`config.mk`:
```
export PLATFORM = sky130hd
export DESIGN_NAME = sp_bank_unit_flat
export DESIGN_NICKNAME = d
export VERILOG_FILES = /design/src/rtl/sp_pkg.sv /design/src/rtl/sp_bank_unit_if.sv /design/src/rtl/sp_bound_check.sv /design/src/rtl/sp_bank_unit.sv /design/src/flat_wrapper.sv
export SDC_FILE = /design/constraint.sdc
export NUM_CORES = 1
export LEC_CHECK = 0
export BUFFER_PORTS_ARGS = -buffer_cell sky130_fd_sc_hd__buf_2
export CORE_MARGIN = 2
export CORE_UTILIZATION = 37
export CTS_CLUSTER_SIZE = 20
export DETAILED_ROUTE_END_ITERATION = 6
export PLACE_DENSITY_LB_ADDON = 0.05
export SKIP_LAST_GASP = 1
export SLEW_MARGIN = 20
export SYNTH_ARGS = -nofsm -noshare
export SYNTH_HDL_FRONTEND = slang
export SYNTH_SLANG_ARGS = --single-unit
```
`constraint.sdc`:
```
create_clock -name clk -period 4.67 [get_ports clk]
set_input_delay 0.2335 -clock clk [delete_from_list [all_inputs] [get_ports clk]]
set_output_delay 0.2335 -clock clk [all_outputs]
set_load 0.005 [all_outputs]
```
`src/rtl/sp_pkg.sv`:
```
// Shared definitions for the banked stack pointer unit and its control decoder.
// Holds the limit-select constants, the op-select enum and the request-priority decoder.
package sp_pkg;

    localparam logic LIM_LO = 1'b0;
    localparam logic LIM_HI = 1'b1;

    typedef enum logic [2:0] {
        OP_NONE,
        OP_LOAD,
        OP_ADJ,
        OP_INC,
        OP_DEC
    } sp_op_e;

    // Only one SP update per cycle. A load beats an adjust, and an adjust beats
    // inc/dec. When inc and dec are both high they cancel out.
    function automatic sp_op_e decode_op(input logic bus_we, input logic adj_en,
                                         input logic inc, input logic dec);
        sp_op_e op;
        op = OP_NONE;
        if (bus_we)
            op = OP_LOAD;
        else if (adj_en)
            op = OP_ADJ;
        else if (inc && !dec)
            op = OP_INC;
        else if (dec && !inc)
            op = OP_DEC;
        return op;
    endfunction

endpackage

```
`src/rtl/sp_bank_unit_if.sv`:
```
// Control and result bundle between the CPU datapath and the banked stack pointer unit.
interface sp_bank_unit_if #(
    parameter int WIDTH = 16,
    parameter int BW    = 1
);
    logic [WIDTH-1:0] val;
    logic [BW-1:0]    bank;
    logic             bank_we;
    logic [BW-1:0]    bank_in;
    logic [WIDTH-1:0] bus_in;
    logic             bus_we;
    logic             inc;
    logic             dec;
    logic             adj_en;
    logic [WIDTH-1:0] adj;
    logic             lim_we;
    logic             lim_sel;
    logic             hi_fault;
    logic             lo_fault;
    logic             fault_clr;

    modport master (
        input  val, bank, hi_fault, lo_fault,
        output bank_we, bank_in, bus_in, bus_we, inc, dec, adj_en, adj,
               lim_we, lim_sel, fault_clr
    );

    modport slave (
        output val, bank, hi_fault, lo_fault,
        input  bank_we, bank_in, bus_in, bus_we, inc, dec, adj_en, adj,
               lim_we, lim_sel, fault_clr
    );
endinterface

```
`src/rtl/sp_bound_check.sv`:
```
// Combinational candidate generation and limit check for one stack pointer update.
// The delta is a WIDTH-bit two's-complement value. dir_down supplies the sign bit for the extended add.
module sp_bound_check #(
    parameter int WIDTH = 16
) (
    input  logic [WIDTH-1:0] sp,
    input  logic [WIDTH-1:0] delta,
    input  logic             dir_down,
    input  logic [WIDTH-1:0] lim_lo,
    input  logic [WIDTH-1:0] lim_hi,
    output logic [WIDTH-1:0] cand,
    output logic             hi_violation,
    output logic             lo_violation
);
    logic [WIDTH:0] sum;
    logic           out_of_range;
    logic           inverted;
    logic           raw_hi;
    logic           raw_lo;

    // Bit WIDTH of the sum is set on a carry when moving up, or on a borrow when moving down.
    assign sum          = {1'b0, sp} + {dir_down, delta};
    assign cand         = sum[WIDTH-1:0];
    assign out_of_range = sum[WIDTH];
    assign inverted     = lim_lo > lim_hi;

    // Once the sum has wrapped, the truncated candidate is meaningless.
    // The unsigned limit compares only count while the sum is still in range.
    assign raw_hi = (out_of_range && !dir_down) || (!out_of_range && (cand > lim_hi));
    assign raw_lo = (out_of_range && dir_down)  || (!out_of_range && (cand < lim_lo));

    // With inverted limits no candidate can pass. That case is reported as an upper violation only.
    assign hi_violation = inverted || raw_hi;
    assign lo_violation = !hi_violation && raw_lo;

endmodule

```
`src/rtl/sp_bank_unit.sv`:
```
// Banked, bounds-checked stack pointer unit. Each bank has its own SP and lower/upper limits.
// Checked arithmetic that would leave the limits is blocked and raises a sticky fault flag.
module sp_bank_unit
    import sp_pkg::*;
#(
    parameter int WIDTH     = 16,
    parameter int BANKS     = 2,
    parameter int STEP      = 1,
    parameter int RESET_VAL = 0
) (
    input  logic         clk,
    input  logic         rst,
    sp_bank_unit_if.slave sp
);
    localparam int BW = (BANKS > 1) ? $clog2(BANKS) : 1;

    logic [WIDTH-1:0] sp_all [BANKS];
    logic [WIDTH-1:0] lo_all [BANKS];
    logic [WIDTH-1:0] hi_all [BANKS];

    logic [BW-1:0] bank_reg, bank_next;
    logic          hi_fault_reg, hi_fault_next;
    logic          lo_fault_reg, lo_fault_next;

    sp_op_e           op;
    logic [WIDTH-1:0] delta;
    logic             dir_down;
    logic             checked;
    logic [WIDTH-1:0] cand;
    logic             hi_v, lo_v;
    logic             commit;

    always_comb begin
        op       = decode_op(sp.bus_we, sp.adj_en, sp.inc, sp.dec);
        delta    = '0;
        dir_down = 1'b0;
        case (op)
            OP_INC: delta = WIDTH'(STEP);
            OP_DEC: begin
                delta    = WIDTH'(0) - WIDTH'(STEP);
                dir_down = 1'b1;
            end
            OP_ADJ: begin
                delta    = sp.adj;
                dir_down = sp.adj[WIDTH-1];
            end
            default: ;
        endcase
        checked = (op == OP_ADJ) || (op == OP_INC) || (op == OP_DEC);
        commit  = checked && !hi_v && !lo_v;
    end

    sp_bound_check #(.WIDTH(WIDTH)) u_bound_check (
        .sp           (sp_all[bank_reg]),
        .delta        (delta),
        .dir_down     (dir_down),
        .lim_lo       (lo_all[bank_reg]),
        .lim_hi       (hi_all[bank_reg]),
        .cand         (cand),
        .hi_violation (hi_v),
        .lo_violation (lo_v)
    );

    // Only the bank selected before this edge is written. A bank switch in the same cycle takes effect afterwards.
    for (genvar gi = 0; gi < BANKS; gi++) begin : g_bank
        logic [WIDTH-1:0] sp_reg, lo_reg, hi_reg;
        logic             sel;

        assign sel = (bank_reg == BW'(gi));

        always_ff @(posedge clk) begin
            if (rst) begin
                sp_reg <= WIDTH'(RESET_VAL);
                lo_reg <= '0;
                hi_reg <= '1;
            end else if (sel) begin
                if (op == OP_LOAD)
                    sp_reg <= sp.bus_in;
                else if (commit)
                    sp_reg <= cand;
                if (sp.lim_we) begin
                    if (sp.lim_sel == LIM_HI)
                        hi_reg <= sp.bus_in;
                    else
                        lo_reg <= sp.bus_in;
                end
            end
        end

        assign sp_all[gi] = sp_reg;
        assign lo_all[gi] = lo_reg;
        assign hi_all[gi] = hi_reg;
    end

    always_comb begin
        bank_next = bank_reg;
        if (sp.bank_we && (32'(sp.bank_in) < BANKS))
            bank_next = sp.bank_in;
        // A new violation beats a clear in the same cycle.
        hi_fault_next = (hi_fault_reg && !sp.fault_clr) || (checked && hi_v);
        lo_fault_next = (lo_fault_reg && !sp.fault_clr) || (checked && lo_v);
    end

    always_ff @(posedge clk) begin
        if (rst) begin
            bank_reg     <= '0;
            hi_fault_reg <= 1'b0;
            lo_fault_reg <= 1'b0;
        end else begin
            bank_reg     <= bank_next;
            hi_fault_reg <= hi_fault_next;
            lo_fault_reg <= lo_fault_next;
        end
    end

    assign sp.val      = sp_all[bank_reg];
    assign sp.bank     = bank_reg;
    assign sp.hi_fault = hi_fault_reg;
    assign sp.lo_fault = lo_fault_reg;

endmodule

```
`src/flat_wrapper.sv`:
```
// flat-port wrapper written by rule: the top's interface ports become plain ports
module sp_bank_unit_flat import sp_pkg::*;
#(
    parameter int WIDTH     = 16,
    parameter int BANKS     = 2,
    parameter int STEP      = 1,
    parameter int RESET_VAL = 0
)
  (clk, rst, sp_val, sp_bank, sp_hi_fault, sp_lo_fault, sp_bank_we, sp_bank_in, sp_bus_in, sp_bus_we, sp_inc, sp_dec, sp_adj_en, sp_adj, sp_lim_we, sp_lim_sel, sp_fault_clr);
  sp_bank_unit_if #(.WIDTH(WIDTH), .BW(1)) sp_i ();
  input  logic clk;
  input  logic rst;
  output wire logic [$bits(sp_i.val)-1:0] sp_val;
  output wire logic [$bits(sp_i.bank)-1:0] sp_bank;
  output wire logic [$bits(sp_i.hi_fault)-1:0] sp_hi_fault;
  output wire logic [$bits(sp_i.lo_fault)-1:0] sp_lo_fault;
  input wire logic [$bits(sp_i.bank_we)-1:0] sp_bank_we;
  input wire logic [$bits(sp_i.bank_in)-1:0] sp_bank_in;
  input wire logic [$bits(sp_i.bus_in)-1:0] sp_bus_in;
  input wire logic [$bits(sp_i.bus_we)-1:0] sp_bus_we;
  input wire logic [$bits(sp_i.inc)-1:0] sp_inc;
  input wire logic [$bits(sp_i.dec)-1:0] sp_dec;
  input wire logic [$bits(sp_i.adj_en)-1:0] sp_adj_en;
  input wire logic [$bits(sp_i.adj)-1:0] sp_adj;
  input wire logic [$bits(sp_i.lim_we)-1:0] sp_lim_we;
  input wire logic [$bits(sp_i.lim_sel)-1:0] sp_lim_sel;
  input wire logic [$bits(sp_i.fault_clr)-1:0] sp_fault_clr;
  assign sp_val = sp_i.val;
  assign sp_bank = sp_i.bank;
  assign sp_hi_fault = sp_i.hi_fault;
  assign sp_lo_fault = sp_i.lo_fault;
  assign sp_i.bank_we = sp_bank_we;
  assign sp_i.bank_in = sp_bank_in;
  assign sp_i.bus_in = sp_bus_in;
  assign sp_i.bus_we = sp_bus_we;
  assign sp_i.inc = sp_inc;
  assign sp_i.dec = sp_dec;
  assign sp_i.adj_en = sp_adj_en;
  assign sp_i.adj = sp_adj;
  assign sp_i.lim_we = sp_lim_we;
  assign sp_i.lim_sel = sp_lim_sel;
  assign sp_i.fault_clr = sp_fault_clr;
  sp_bank_unit #(.WIDTH(WIDTH), .BANKS(BANKS), .STEP(STEP), .RESET_VAL(RESET_VAL)) u_core (.clk(clk), .rst(rst), .sp(sp_i));
endmodule
```
==> out/results.txt <==
The boundary pin count was 62; the remaining global-route overflow was 0. By count the netlist is led by 157 x sky130_fd_sc_hd__nand2_1, 99 x sky130_fd_sc_hd__dfxtp_1, 63 x sky130_fd_sc_hd__ha_1. Slowest cell on the critical path: sky130_fd_sc_hd__dfxtp_4.

Averaged over all synthesized cells, the footprint is 8.28 um2. The number of iterations in the first detailed-routing pass came out at 4. The largest single stage delay on the critical path is 0.41 ns. IR analysis of the VDD net gives a maximum drop of 0.224 mV. The finished cells cover 7730 um2.

The worst setup path is launched from a register. In the global route stage, met3 resource usage came out at 2.27%. For this run, design rule violations remaining after detail routing come to 0. In this run, the number of DRC markers left after iteration 0 of detailed routing was 274. The filler cell count was 1,665; the total power was 2.46 mW. The worst setup path is captured at a register. The logs give 0 for the initial antenna violation count and 44.7% for the worst relative slew slack. Compared with the post-synthesis result, the final layout area differs by 23.8%. The worst register-to-register path begins at u_core.sp.bank.

During synthesis, Yosys emitted a total of 0 warnings. The H-tree depth was 3. The setup path with the least slack is of type register to register.

The tools report the sum of net half-perimeters after detailed placement as 14,000 um. Fraction of layout cells with a size suffix above 1: 24.6%. For the initial core utilization, the log shows 37.8%.

Setup violations remaining at the end of the flow were counted as 0. Most frequent cell on the critical path: sky130_fd_sc_hd__a21o_1. The synthesized instance count was 754; the number of antenna cells inserted was 0. The total negative slack is 0 ns, and the number of buffer and inverter instances along the worst setup path is 1. The core region is 16,500 um2. The min-delay analysis places its worst path in the category input port to register. On the critical path the largest part of the delay comes from compound AO/OA/AOI/OAI gates.

The clock reaches the later pin of the worst-skew pair after 0.35 ns. The worst hold path passes through 3 cells. TritonCTS built the clock tree. The startpoint identified for the worst hold timing path is sp_bank_in.

The average routed wire per standard cell was 17.2 um; the number of buffers on the longest clock path was 2. The logs give 29.6% for the met1 usage and 59 for the number of unique standard cell types used by synthesis. The top cell type's share of synthesized area was 31.7%. Clock tree synthesis selected as its root buffer the cell sky130_fd_sc_hd__clkbuf_16. Endpoint with the worst hold slack: u_core.sp.bank. The endpoint identified for the worst register-to-register timing path is u_core.g_bank[0].sp_reg[3]. The number of instances in the placed design was 1,060; the via count of the first global-routing pass was 5,561. Static timing analysis puts the maximum clock frequency at 222 MHz. The count of buffers added on input and output ports is 61.

For this block, the routed nets add up to 18,600 um of wire. Sequential cells were found to cover 31.7% of the synthesized design area. The data required time at the worst endpoint is 4.91 ns.

The actual transition at the worst max-transition pin was 0.827 ns; the y dimension of the die was 134 um. The logs give 46.8% for the core utilization of the finished layout and 5,720 for the detailed-route via count. The tools report the count of pins over their slew limit as 0.

The x dimension of the die works out to 134 um. The setup check on the worst reg-to-reg path leaves a slack of 0.16 ns. The number of vias per cell is 5.28, and the number of max-capacitance violations reported is 0.

The biggest area consumer among synthesized cells is sky130_fd_sc_hd__dfxtp_1. The run finished with clean final reports. The final worst-path setup slack is 0.160 ns, and the cell depth of the worst flop-to-flop path is 20. The largest driver fanout on the critical path is 8.

The most common cell in the synthesized netlist is sky130_fd_sc_hd__nand2_1. The met2 demand-to-capacity share in global routing was 32.9%; the worst setup timing slack at the placement stage was -0.168 ns. Leaving out filler cells and counting taps, the final layout contains 1,083. In the finished design, the share of the clock period the worst path needs comes to 96.6%. The net count of the finished layout is 965. The detail route stage leaves a number of antenna-violating nets equal to 0. The tools report the final estimated routing congestion in global placement as 0.795. The area of the die was 17,900 um2; the sink count of the clock tree was 99.

The fraction of synthesis flops using an asynchronous set or reset pin is 0%. In this run the cell area of the synthesized design comes to 6240 um2. The first global-routing pass estimated 29,200 um of wire. The number of nets in the synthesized netlist is 861. The busiest layer in global routing was met2. For the number of buffers inserted during clock tree synthesis, the log shows 9.

The leakage power total came out at 3.76 nW. The tools report the pin count of the biggest net entering global routing as 66. Traced cell by cell, the critical path runs through mux2_4, ha_4, fa_2, a21o_1, nand4_1, nand2_2, a21o_1, a21o_1, a31oi_1, xnor2_1, ha_1, a21o_1, a221oi_2, o21ai_1, and2_1, o32a_1, a41oi_4, buf_6, nor3_1, a31o_2. Setup repair after global routing could not meet its margin everywhere. The run gives 0.129 ns as the worst slack on hold paths. Sorting the synthesized cells by area gives the leading types as sky130_fd_sc_hd__dfxtp_1 32%, sky130_fd_sc_hd__ha_1 13%, sky130_fd_sc_hd__nand2_1 9.4%. Subtracting the final worst setup slack from the clock period gives 4.51 ns.

In this run the power density over the cells is 318 nW/um2. Across the routed clock network, the largest skew measured is 0.0104 ns. The instance area at placement was 7150 um2; the number of flops mapped to enable cells by yosys was 0.

After clock tree synthesis, the clock-pin slew on the worst setup and hold paths is 0.07 ns. The signal arrival time at the worst endpoint was 4.75 ns. In this run, synthesis produced a sequential element count of 99. In the synthesized netlist the dominant register cell turns out to be sky130_fd_sc_hd__dfxtp_1.

In the global route stage, overall resource usage came out at 20.6%. Row generation in the floorplan step produced 47 rows. The tools report the count of final hold-check violations as 0.
cell usage in the layout (no fill, tap or decap), types with 5 or more instances in the layout:
cell type,count
sky130_fd_sc_hd__mux2i_1,49
sky130_fd_sc_hd__o21ai_0,10
sky130_fd_sc_hd__dfxtp_1,98
sky130_fd_sc_hd__nand2_1,156
sky130_fd_sc_hd__mux2_2,16
sky130_fd_sc_hd__ha_1,56
sky130_fd_sc_hd__nor2b_1,10
sky130_fd_sc_hd__xnor2_1,6
sky130_fd_sc_hd__a31o_2,7
sky130_fd_sc_hd__xor2_1,5
sky130_fd_sc_hd__buf_2,61
sky130_fd_sc_hd__o21a_1,6
sky130_fd_sc_hd__inv_1,22
sky130_fd_sc_hd__o211ai_1,5
sky130_fd_sc_hd__a21oi_1,53
sky130_fd_sc_hd__nor3_1,9
sky130_fd_sc_hd__nand4_1,9
sky130_fd_sc_hd__clkbuf_16,10
sky130_fd_sc_hd__o31ai_1,7
sky130_fd_sc_hd__a21o_1,27
sky130_fd_sc_hd__buf_4,65
sky130_fd_sc_hd__nor2_1,26
sky130_fd_sc_hd__nand3_1,51
metal layers:
layer	wire length (um)	share of wire [%]
met5	0	0
met1	9310	50
met3	567	3.0
met4	248	1.3
met2	8490	46
layout make-up:
class,instances,area (um2),share of cell area [%]
multi-input cells,593,4200,54.3
inverters,23,86.3,1.12
repair buffers,132,883,11.4
flip-flops and latches,99,1990,25.7
clock inverters,7,75.1,0.972
well taps,220,275,3.56
clock buffers,9,225,2.91
kinds of logic after synthesis:
| kind of cell | count (synthesis) | synth area share [%] |
|---|---|---|
| compound gates | 157 | 16.9 |
| simple gates | 287 | 20.4 |
| mux | 69 | 11.5 |
| xor+xnor | 15 | 2.10 |
| fa+ha+maj | 65 | 13.1 |
| buf+inv | 62 | 4.23 |
| flops | 99 | 31.7 |
worst max path at each step:
stage	startpoint	endpoint	cells after the start
6_report	u_core.sp.bank	u_core.g_bank[0].sp_reg[3]	20
3_3_place_gp	sp_bus_we	u_core.g_bank[0].sp_reg[13]	22
5_1_grt	u_core.sp.bank	u_core.g_bank[0].sp_reg[3]	20
3_5_place_dp	sp_bus_we	u_core.g_bank[1].sp_reg[1]	21
4_1_cts	u_core.sp.bank	u_core.g_bank[0].sp_reg[4]	20
2_1_floorplan	u_core.sp.bank	u_core.g_bank[0].sp_reg[13]	22
worst reg2reg max path, stage by stage (launching register included):
cell and delay [ns]:
sky130_fd_sc_hd__dfxtp_4 0.41, sky130_fd_sc_hd__mux2_4 0.34, sky130_fd_sc_hd__ha_4 0.17, sky130_fd_sc_hd__fa_2 0.37, sky130_fd_sc_hd__a21o_1 0.19, sky130_fd_sc_hd__nand4_1 0.11
sky130_fd_sc_hd__nand2_2 0.06, sky130_fd_sc_hd__a21o_1 0.15, sky130_fd_sc_hd__a21o_1 0.17, sky130_fd_sc_hd__a31oi_1 0.21, sky130_fd_sc_hd__xnor2_1 0.21, sky130_fd_sc_hd__ha_1 0.30
sky130_fd_sc_hd__a21o_1 0.17, sky130_fd_sc_hd__a221oi_2 0.25, sky130_fd_sc_hd__o21ai_1 0.10, sky130_fd_sc_hd__and2_1 0.14, sky130_fd_sc_hd__o32a_1 0.24, sky130_fd_sc_hd__a41oi_4 0.32
sky130_fd_sc_hd__buf_6 0.19, sky130_fd_sc_hd__nor3_1 0.06, sky130_fd_sc_hd__a31o_2 0.24
what timing repair did:
| action | 4_1_cts | 5_1_grt |
|---|---|---|
| gates cloned | 1 | 1 |
| resized for setup | 12 | 33 |
| endpoints found under the setup margin | 24 | 34 |
| buffers inserted | 2 | 4 |
| hold buffers | 0 | 0 |
| pin swaps | 5 | 31 |
report_power, final:
part,switching (mW),internal (mW),leakage [nW],total (mW)
clock network,0.339,0.419,0.150,0.759
registers,0.0277,0.895,0.809,0.923
logic,0.420,0.360,2.80,0.779
Note: power is estimated with default switching activity, not from simulation.
